### src/rtl/sram_port_arbiter.sv
// -----------------------------------------------------------------------------
// sram_port_arbiter
//
// Purpose: shares one single-port SRAM macro with active-low strobes among NCH
// requesters. One request is granted per cycle, using fixed priority or
// round-robin. The SRAM control, address and write data are registered. Read
// data returns to the issuing channel a fixed two cycles after the grant.
//
// Ports:
//   clk, reset     clock; synchronous active-high reset
//   prio_override  channel 0 wins whenever it is valid
//   req_valid      per-channel request valid                [NCH]
//   req_ready      per-channel grant, one-hot or zero       [NCH]
//   req_write      1 = write, 0 = read                      [NCH]
//   req_lock       keep the grant on the last issuer        [NCH]
//   req_addr       flattened addresses, ch i at [i*aw +: aw]
//   req_data       flattened write data, ch i at [i*bw +: bw]
//   rd_valid       one-hot read-return valid                [NCH]
//   rd_data        read data shared by all channels (passthrough of sram_Q)
//   sram_CEN/WEN   active-low chip / write enable
//   sram_A, sram_D SRAM address and write data
//   sram_Q         SRAM read data, one cycle after the SRAM samples a read
// -----------------------------------------------------------------------------
module sram_port_arbiter #(
   parameter int NCH = 2,
   parameter int bw  = 32,
   parameter int aw  = 7,
   parameter int RR  = 1
) (
   input  logic              clk,
   input  logic              reset,
   input  logic              prio_override,
   input  logic [NCH-1:0]    req_valid,
   output logic [NCH-1:0]    req_ready,
   input  logic [NCH-1:0]    req_write,
   input  logic [NCH-1:0]    req_lock,
   input  logic [NCH*aw-1:0] req_addr,
   input  logic [NCH*bw-1:0] req_data,
   output logic [NCH-1:0]    rd_valid,
   output logic [bw-1:0]     rd_data,
   output logic              sram_CEN,
   output logic              sram_WEN,
   output logic [aw-1:0]     sram_A,
   output logic [bw-1:0]     sram_D,
   input  logic [bw-1:0]     sram_Q
);

   localparam int            PW       = (NCH > 1) ? $clog2(NCH) : 1;
   localparam logic [PW:0]   NCH_W    = (PW+1)'(NCH);
   localparam logic [PW-1:0] NCH_LAST = PW'(NCH - 1);

   logic [PW-1:0] r_ptr;
   logic [PW-1:0] r_last;
   logic          r_lock_arm;
   logic          r_rd_vld_p1;
   logic [PW-1:0] r_rd_ch_p1;

   logic          w_issue;
   logic [PW-1:0] w_gnt;
   logic          w_lock_hold;
   logic [PW:0]   w_cand;
   logic [aw-1:0] w_addr;
   logic [bw-1:0] w_wdata;

   // r_lock_arm keeps a stale r_last (reset value 0) from acting as a lock
   // owner before any channel has actually issued.
   always_comb begin
      w_lock_hold = r_lock_arm && req_lock[r_last] && req_valid[r_last];
   end

   // Arbitration. The scan runs from the farthest candidate back to the
   // nearest so the last hit, i.e. the nearest valid channel, wins.
   always_comb begin
      w_issue = 1'b0;
      w_gnt   = '0;
      w_cand  = '0;
      if (prio_override && req_valid[0]) begin
         w_issue = 1'b1;
         w_gnt   = '0;
      end else if (w_lock_hold) begin
         w_issue = 1'b1;
         w_gnt   = r_last;
      end else begin
         for (int k = NCH - 1; k >= 0; k--) begin
            if (RR != 0) begin
               w_cand = {1'b0, r_ptr} + (PW+1)'(k);
               if (w_cand >= NCH_W) begin
                  w_cand = w_cand - NCH_W;
               end
            end else begin
               w_cand = (PW+1)'(k);
            end
            if (req_valid[w_cand[PW-1:0]]) begin
               w_issue = 1'b1;
               w_gnt   = w_cand[PW-1:0];
            end
         end
      end
   end

   always_comb begin
      req_ready = '0;
      if (w_issue) begin
         req_ready[w_gnt] = 1'b1;
      end
   end

   always_comb begin
      w_addr  = '0;
      w_wdata = '0;
      for (int i = 0; i < NCH; i++) begin
         if (w_gnt == PW'(i)) begin
            w_addr  = req_addr[i*aw +: aw];
            w_wdata = req_data[i*bw +: bw];
         end
      end
   end

   // ---- stage p1: SRAM drive and read tag; stage p2: rd_valid ----
   always_ff @(posedge clk) begin
      if (reset) begin
         r_ptr       <= '0;
         r_last      <= '0;
         r_lock_arm  <= 1'b0;
         sram_CEN    <= 1'b1;
         sram_WEN    <= 1'b1;
         sram_A      <= '0;
         sram_D      <= '0;
         r_rd_vld_p1 <= 1'b0;
         rd_valid    <= '0;
      end else begin
         sram_CEN    <= ~w_issue;
         sram_WEN    <= ~(w_issue & req_write[w_gnt]);
         r_rd_vld_p1 <= w_issue & ~req_write[w_gnt];
         rd_valid    <= '0;
         if (r_rd_vld_p1) begin
            rd_valid[r_rd_ch_p1] <= 1'b1;
         end
         if (w_issue) begin
            r_ptr      <= (w_gnt == NCH_LAST) ? '0 : w_gnt + PW'(1);
            r_last     <= w_gnt;
            r_lock_arm <= 1'b1;
            sram_A     <= w_addr;
            if (req_write[w_gnt]) begin
               sram_D <= w_wdata;
            end
         end
      end
   end

   // Channel tag needs no reset: it is only consumed when r_rd_vld_p1 is set.
   always_ff @(posedge clk) begin
      r_rd_ch_p1 <= w_gnt;
   end

   assign rd_data = sram_Q;

endmodule
### config.mk
export PLATFORM = sky130hd
export DESIGN_NAME = sram_port_arbiter
export DESIGN_NICKNAME = d
export VERILOG_FILES = /design/src/rtl/sram_port_arbiter.sv
export SDC_FILE = /design/constraint.sdc
export NUM_CORES = 1
export LEC_CHECK = 0
export BUFFER_PORTS_ARGS = -buffer_cell sky130_fd_sc_hd__buf_2
export CAP_MARGIN = 5
export CORE_MARGIN = 3
export CORE_UTILIZATION = 35
export CTS_CLUSTER_DIAMETER = 150
export DETAILED_ROUTE_END_ITERATION = 16
export PLACE_DENSITY_LB_ADDON = 0.15
export SLEW_MARGIN = 30
export SYNTH_ARGS = -nofsm -noshare
export SYNTH_HDL_FRONTEND = slang
export SYNTH_SLANG_ARGS = --single-unit
### constraint.sdc
create_clock -name clk -period 1.86 [get_ports clk]
set_input_delay 0.279 -clock clk [delete_from_list [all_inputs] [get_ports clk]]
set_output_delay 0.279 -clock clk [all_outputs]
set_load 0.1 [all_outputs]
Word level (Yosys, flattened, before mapping)
Cells that the tools add are included.

storage, ports and cells
  bits in latches = 0
  bits in read-only memories = 0
  flip-flop bits (word level) = 48
  output and inout bits = 77
  memories = 0
  bits in writable memories = 0
  bits of input ports = 119

cells by class
  $mul = 0
  reductions and logical operators = 7
  bitwise gates (word level) = 6
  add/sub/neg operators = 4
  eq/ne operators = 0
  mux-type cells = 32
  shift operators = 0
  divide/modulo/power cells = 0
  magnitude comparators = 9

operators with widths
  kind                                                                                 number
  32-bit two-way mux                                                                   1
  1-bit two-way mux                                                                    27
  1-bit by 2-bit < comparator with 1-bit output, second input constant                 5
  7-bit two-way mux                                                                    1
  1-bit logical AND                                                                    5
  1-bit inverter                                                                       4
  1-bit by 1-bit adder with 2-bit output, second input constant                        1
  1-bit bitwise AND                                                                    2
  1-bit demux with 1-bit select                                                        2
  1-bit greater-or-equal comparator, second input constant                             2
  1-bit by 2-bit greater-or-equal comparator with 1-bit output, second input constant  1
  2-bit greater-or-equal comparator, second input constant                             1
  2-bit two-way mux                                                                    1
  2-bit AND reduction                                                                  1
  2-bit OR reduction                                                                   1
  1-bit subtractor, second input constant                                              2
  1-bit adder, second input constant                                                   1

Logic depth before layout (Yosys ltp)
  depth after elaboration = 17
  gate-level depth with buffers = 7

Least setup slack after synthesis
OpenSTA, ideal clock, no wires.

  path kind = reg2out
  start point = reg r_lock_arm
  end point = out req_ready[0]
  buffers on the path = 1
  cell stages (with the launch flop) = 7
  arrival = 2403 ps
  setup slack = -822 ps
  path through = dfxtp_1 -> and4_4 -> a41o_1 -> o21a_1 -> buf_2 -> inv_2 -> nor2_1

on the way
  cells in the longest elaborated chain, start to end = 9

ends and longest elaborated chain
  what                                                                                                                      RTL line  text
  start, declared                                                                                                           54        logic r_lock_arm;
  start signal, assigned                                                                                                    124       r_lock_arm <= 1'b0;
  start signal, assigned                                                                                                    142       r_lock_arm <= 1'b1;
  1-bit logical AND (*) (2 in a row)                                                                                        68        w_lock_hold = r_lock_arm && req_lock[r_last] && req_valid[r_last];
  1-bit two-way mux (*)                                                                                                     80        end else if (w_lock_hold) begin
  1-bit two-way mux (*)                                                                                                     77        if (prio_override && req_valid[0]) begin
  via w_gnt                                                                                                                 59        logic [PW-1:0] w_gnt;
  1-bit by 2-bit < comparator with 1-bit output (not written as such) or 1-bit greater-or-equal comparator (tied branches)  104       req_ready[w_gnt] = 1'b1;
  1-bit logical AND (not written as such)                                                                                   104
  1-bit two-way mux (not written as such)                                                                                   104
  1-bit demux with 1-bit select (*)                                                                                         104
  2-bit two-way mux (*)                                                                                                     103       if (w_issue) begin
  end, declared                                                                                                             34        output logic [NCH-1:0] req_ready,

Mark *: on every way through the listed nets, which the timed path passes. The rest lies on a longest branch.

Worst setup path in the final report
Same ends and word-level chain as after synthesis.

==> flow_summary.yaml <==
run_status:
  status: "finished clean"
synth:
  synthXorXnorAreaFrac_pct: 0
  synth_most_common_cell: "dfxtp_1"
  synth-simple-area-share_pct: 6.87
  yosys.area.top_type_share_pct: 42.5
  synth_top_family_by_area: "compound AO/OA/AOI/OAI gates"
  yosysWarnings: 0
  avgSynthCellArea_um2: 9.26
  yosys-top-cells-area: "dfxtp_1 (43%), o221a_1 (16%), buf_4 (11%), a21oi_1 (8.6%), inv_1 (5.6%)"
  synth-compound-area-share_pct: 30.3
  synth_nets: 363
  ys_async_sr_fraction_pct: 0
  synth_common_cells: "dfxtp_1 (48), a21oi_1 (39), inv_1 (34), buf_4 (32), o221a_1 (32)"
  synth_area_leader_cell: "dfxtp_1"
  ys_seq_elements: 48
  ys_seq_area_share_pct: 42.5
  synth_cell_types: 29
  synth_edf_count: 0
  syn-cell-area_um2: 2260
  synth_mux_area_share_pct: 0
  synth_cells: 244
  ys.flop_type: "dfxtp_1"
  synthAdderAreaFrac_pct: 0
power:
  leakage_uw: 0.00156
  power.density_nw_per_um2: 1040
  swShare_pct: 41.2
  p_sw_uw: 1300
  vdd_drop_max_uv: 488
  seq_power_share_pct: 37.3
  pwr-share-clk_pct: 25.3
  internal-power_uw: 1850
  combPwrFrac_pct: 37.5
sta:
  skew_ns: 0.00879
  fin_crit_ns: 1.85
  period_share_pct: 99.5
  tightest_slew_ns: 0.516
  setup_viol: 0
  fmax_mhz: 540
  drv_slew: 0
  grt_setup_unrepaired: "yes"
  timing.hold.ws_ns: 0.227
  maxSlewHeadroom_pct: 65.8
  hold_viol: 0
cts:
  clk_pin_slew_ns: 0.09
  clockBufferDepth: 2
  cts_buffers: 5
  htree_num_levels: 2
  root_buffer: "clkbuf_8"
  cts_tree: "built"
  cts.sinks: 48
  insertion_delay_ns: 0.29
layout:
  design_area_um2: 3040
  layout-drive-gt1-share_pct: 48.2
  diodes: 0
  utilization_pct: 49.9
  area_growth_pct: 34.6
  fillerInstances: 619
  finalNonFillerCells: 428
  nNetsFinal: 471
critical_path:
  critPathLaunch: "r_lock_arm$_SDFFE_PP0N_"
  worst_ep_required_time_ns: 1.58
  path_class: "reg2out"
  r2r_start: "r_lock_arm$_SDFFE_PP0N_"
  reg2reg_slack_ns: 0.10
  startpoint_type: "register"
  critPathMaxFanout: 4
  arrival_ns: 1.57
  cp-end-kind: "primary output"
place:
  dp_cells: 416
  io_buffers: 131
  post_dp_cell_area_um2: 2860
  gp_congestion: 0.747
  hpwlAfterDp_um: 4810
routing:
  num_vias: 2072
  wl_um: 6400
  final_antenna_net_count: 0
  dr.pass1.iters: 4
  drt_iter0_markers: 46
  routed_via_density: 4.84
  routedWlPerCell_um: 14.9
  drc_errors: 0
floorplan:
  io_pins: 196
  start_util_pct: 37.1
  dieWidth_um: 86.4
  rows: 28
  dieArea_um2: 7460
  die_h_um: 86.4
  core_um2: 6100
global_routing:
  grt_max_degree: 25
  first_global_vias: 2103
  grt_use_total_pct: 17.0
  grt_pass1_wl_um: 10100
  overflow: 0
  antenna_found_initial: 0
worst_hold_path:
  worstHoldStart: "req_addr[1]"
  min_path_type: "in2reg"
job:
  max-cap-violations: 0
final cells by class:
cell class / count / area (µm²) / share of cell area, %
flip-flops and latches: 48 / 963 / 31.7
multi-input cells: 113 / 880 / 28.9
repair buffers: 149 / 846 / 27.8
inverters: 35 / 138 / 4.52
well taps: 75 / 93.8 / 3.09
clock buffers: 6 / 82.6 / 2.71
clock inverters: 2 / 38.8 / 1.28
cells in the final DEF, fill, tap and decap left out:
master / synthesis / layout
clkbuf_8: 0 / 6
a21bo_2: 1 / 1
a41o_4: 0 / 1
nand2b_1: 2 / 2
buf_12: 0 / 4
o21a_4: 0 / 1
a31oi_1: 1 / 1
nand2_2: 0 / 1
and4_4: 1 / 1
o221a_1: 32 / 32
a211oi_1: 1 / 1
clkinvlp_4: 0 / 1
nor3b_1: 1 / 1
inv_4: 0 / 1
a22oi_1: 6 / 6
inv_1: 34 / 33
buf_4: 32 / 16
nor2_4: 0 / 1
o32ai_4: 1 / 1
nor2b_1: 1 / 1
nand2b_2: 1 / 1
a21oi_1: 39 / 39
o2111ai_4: 0 / 1
buf_2: 4 / 129
nor3_1: 1 / 1
and3b_1: 1 / 1
dfxtp_1: 48 / 46
nand3_1: 7 / 7
nor2_1: 5 / 4
nand2_1: 6 / 5
dfxtp_2: 0 / 2
or2_1: 2 / 2
and2_1: 1 / 1
clkinv_4: 0 / 1
bufinv_16: 0 / 1
registers in the layout (all words and copies together), names as in the netlist:
register	flops
r_last	1
r_lock_arm	1
r_ptr	1
r_rd_ch_p1	1
r_rd_vld_p1	1
rd_valid	2
sram_A	7
sram_CEN	1
sram_D	32
sram_WEN	1
metal layers:
layer  vias to the layer above  part of all wire (%)  wire [µm]  track usage (%)
li1                       1044                     -          -                -
met1                       921                    43       2740             21.1
met2                        93                    48       3080             28.4
met3                        14                   6.8        436             4.09
met4                         0                   2.2        140             6.66
met5                         -                     0          0                0
metrics by stage:
stage	power (µW)	setup TNS, ns	setup WS (ns)
finish	3150	0	0.00892
CTS	3180	0	0.0169
floorplan	2410	-0.0593	-0.0467
detailed placement	2370	-0.126	-0.0156
global placement	2360	0	0.0278
global route	3290	-0.0729	-0.0512
path summary, 6_finish.rpt:
| kind | end | cells after the start |
|---|---|---|
| max | req_ready[0] | 6 |
| min | sram_A[1]$_SDFFE_PP0N_ | 3 |
| max reg2reg | sram_D[3]$_SDFFE_PP0P_ | 7 |
| min reg2reg | rd_valid[0]$_SDFF_PP0_ | 1 |
cell families (layout without fill, tap and decap cells):
kind of cell           count (synthesis)  count (layout)
AO/OA/AOI/OAI                         84              84
buffers and inverters                 83             192
flip-flops                            48              48
AND/OR/NAND/NOR                       29              29
critical path, stage by stage (launching register included):
cell,delay [ns]
dfxtp_2,0.33
and4_4,0.17
a41o_4,0.26
o21a_4,0.25
inv_4,0.07
nor2_4,0.04
buf_12,0.17
power groups by stage:
stage	Combinational, µW	Clock [µW]	Sequential [µW]
final	1180	796	1170
after global routing	1240	858	1190
after CTS	1190	817	1180
after floorplan	584	0	1830
after global placement	1170	0	1200
after detailed placement	1170	0	1200
repair_timing:
action	in CTS	in global routing
setup buffers	3	1
endpoints found under the hold margin	0	0
setup endpoints to repair	2	4
pin swaps	1	2
hold buffers	0	0
gates resized for setup	5	2
(Power assumes the default switching activity.)
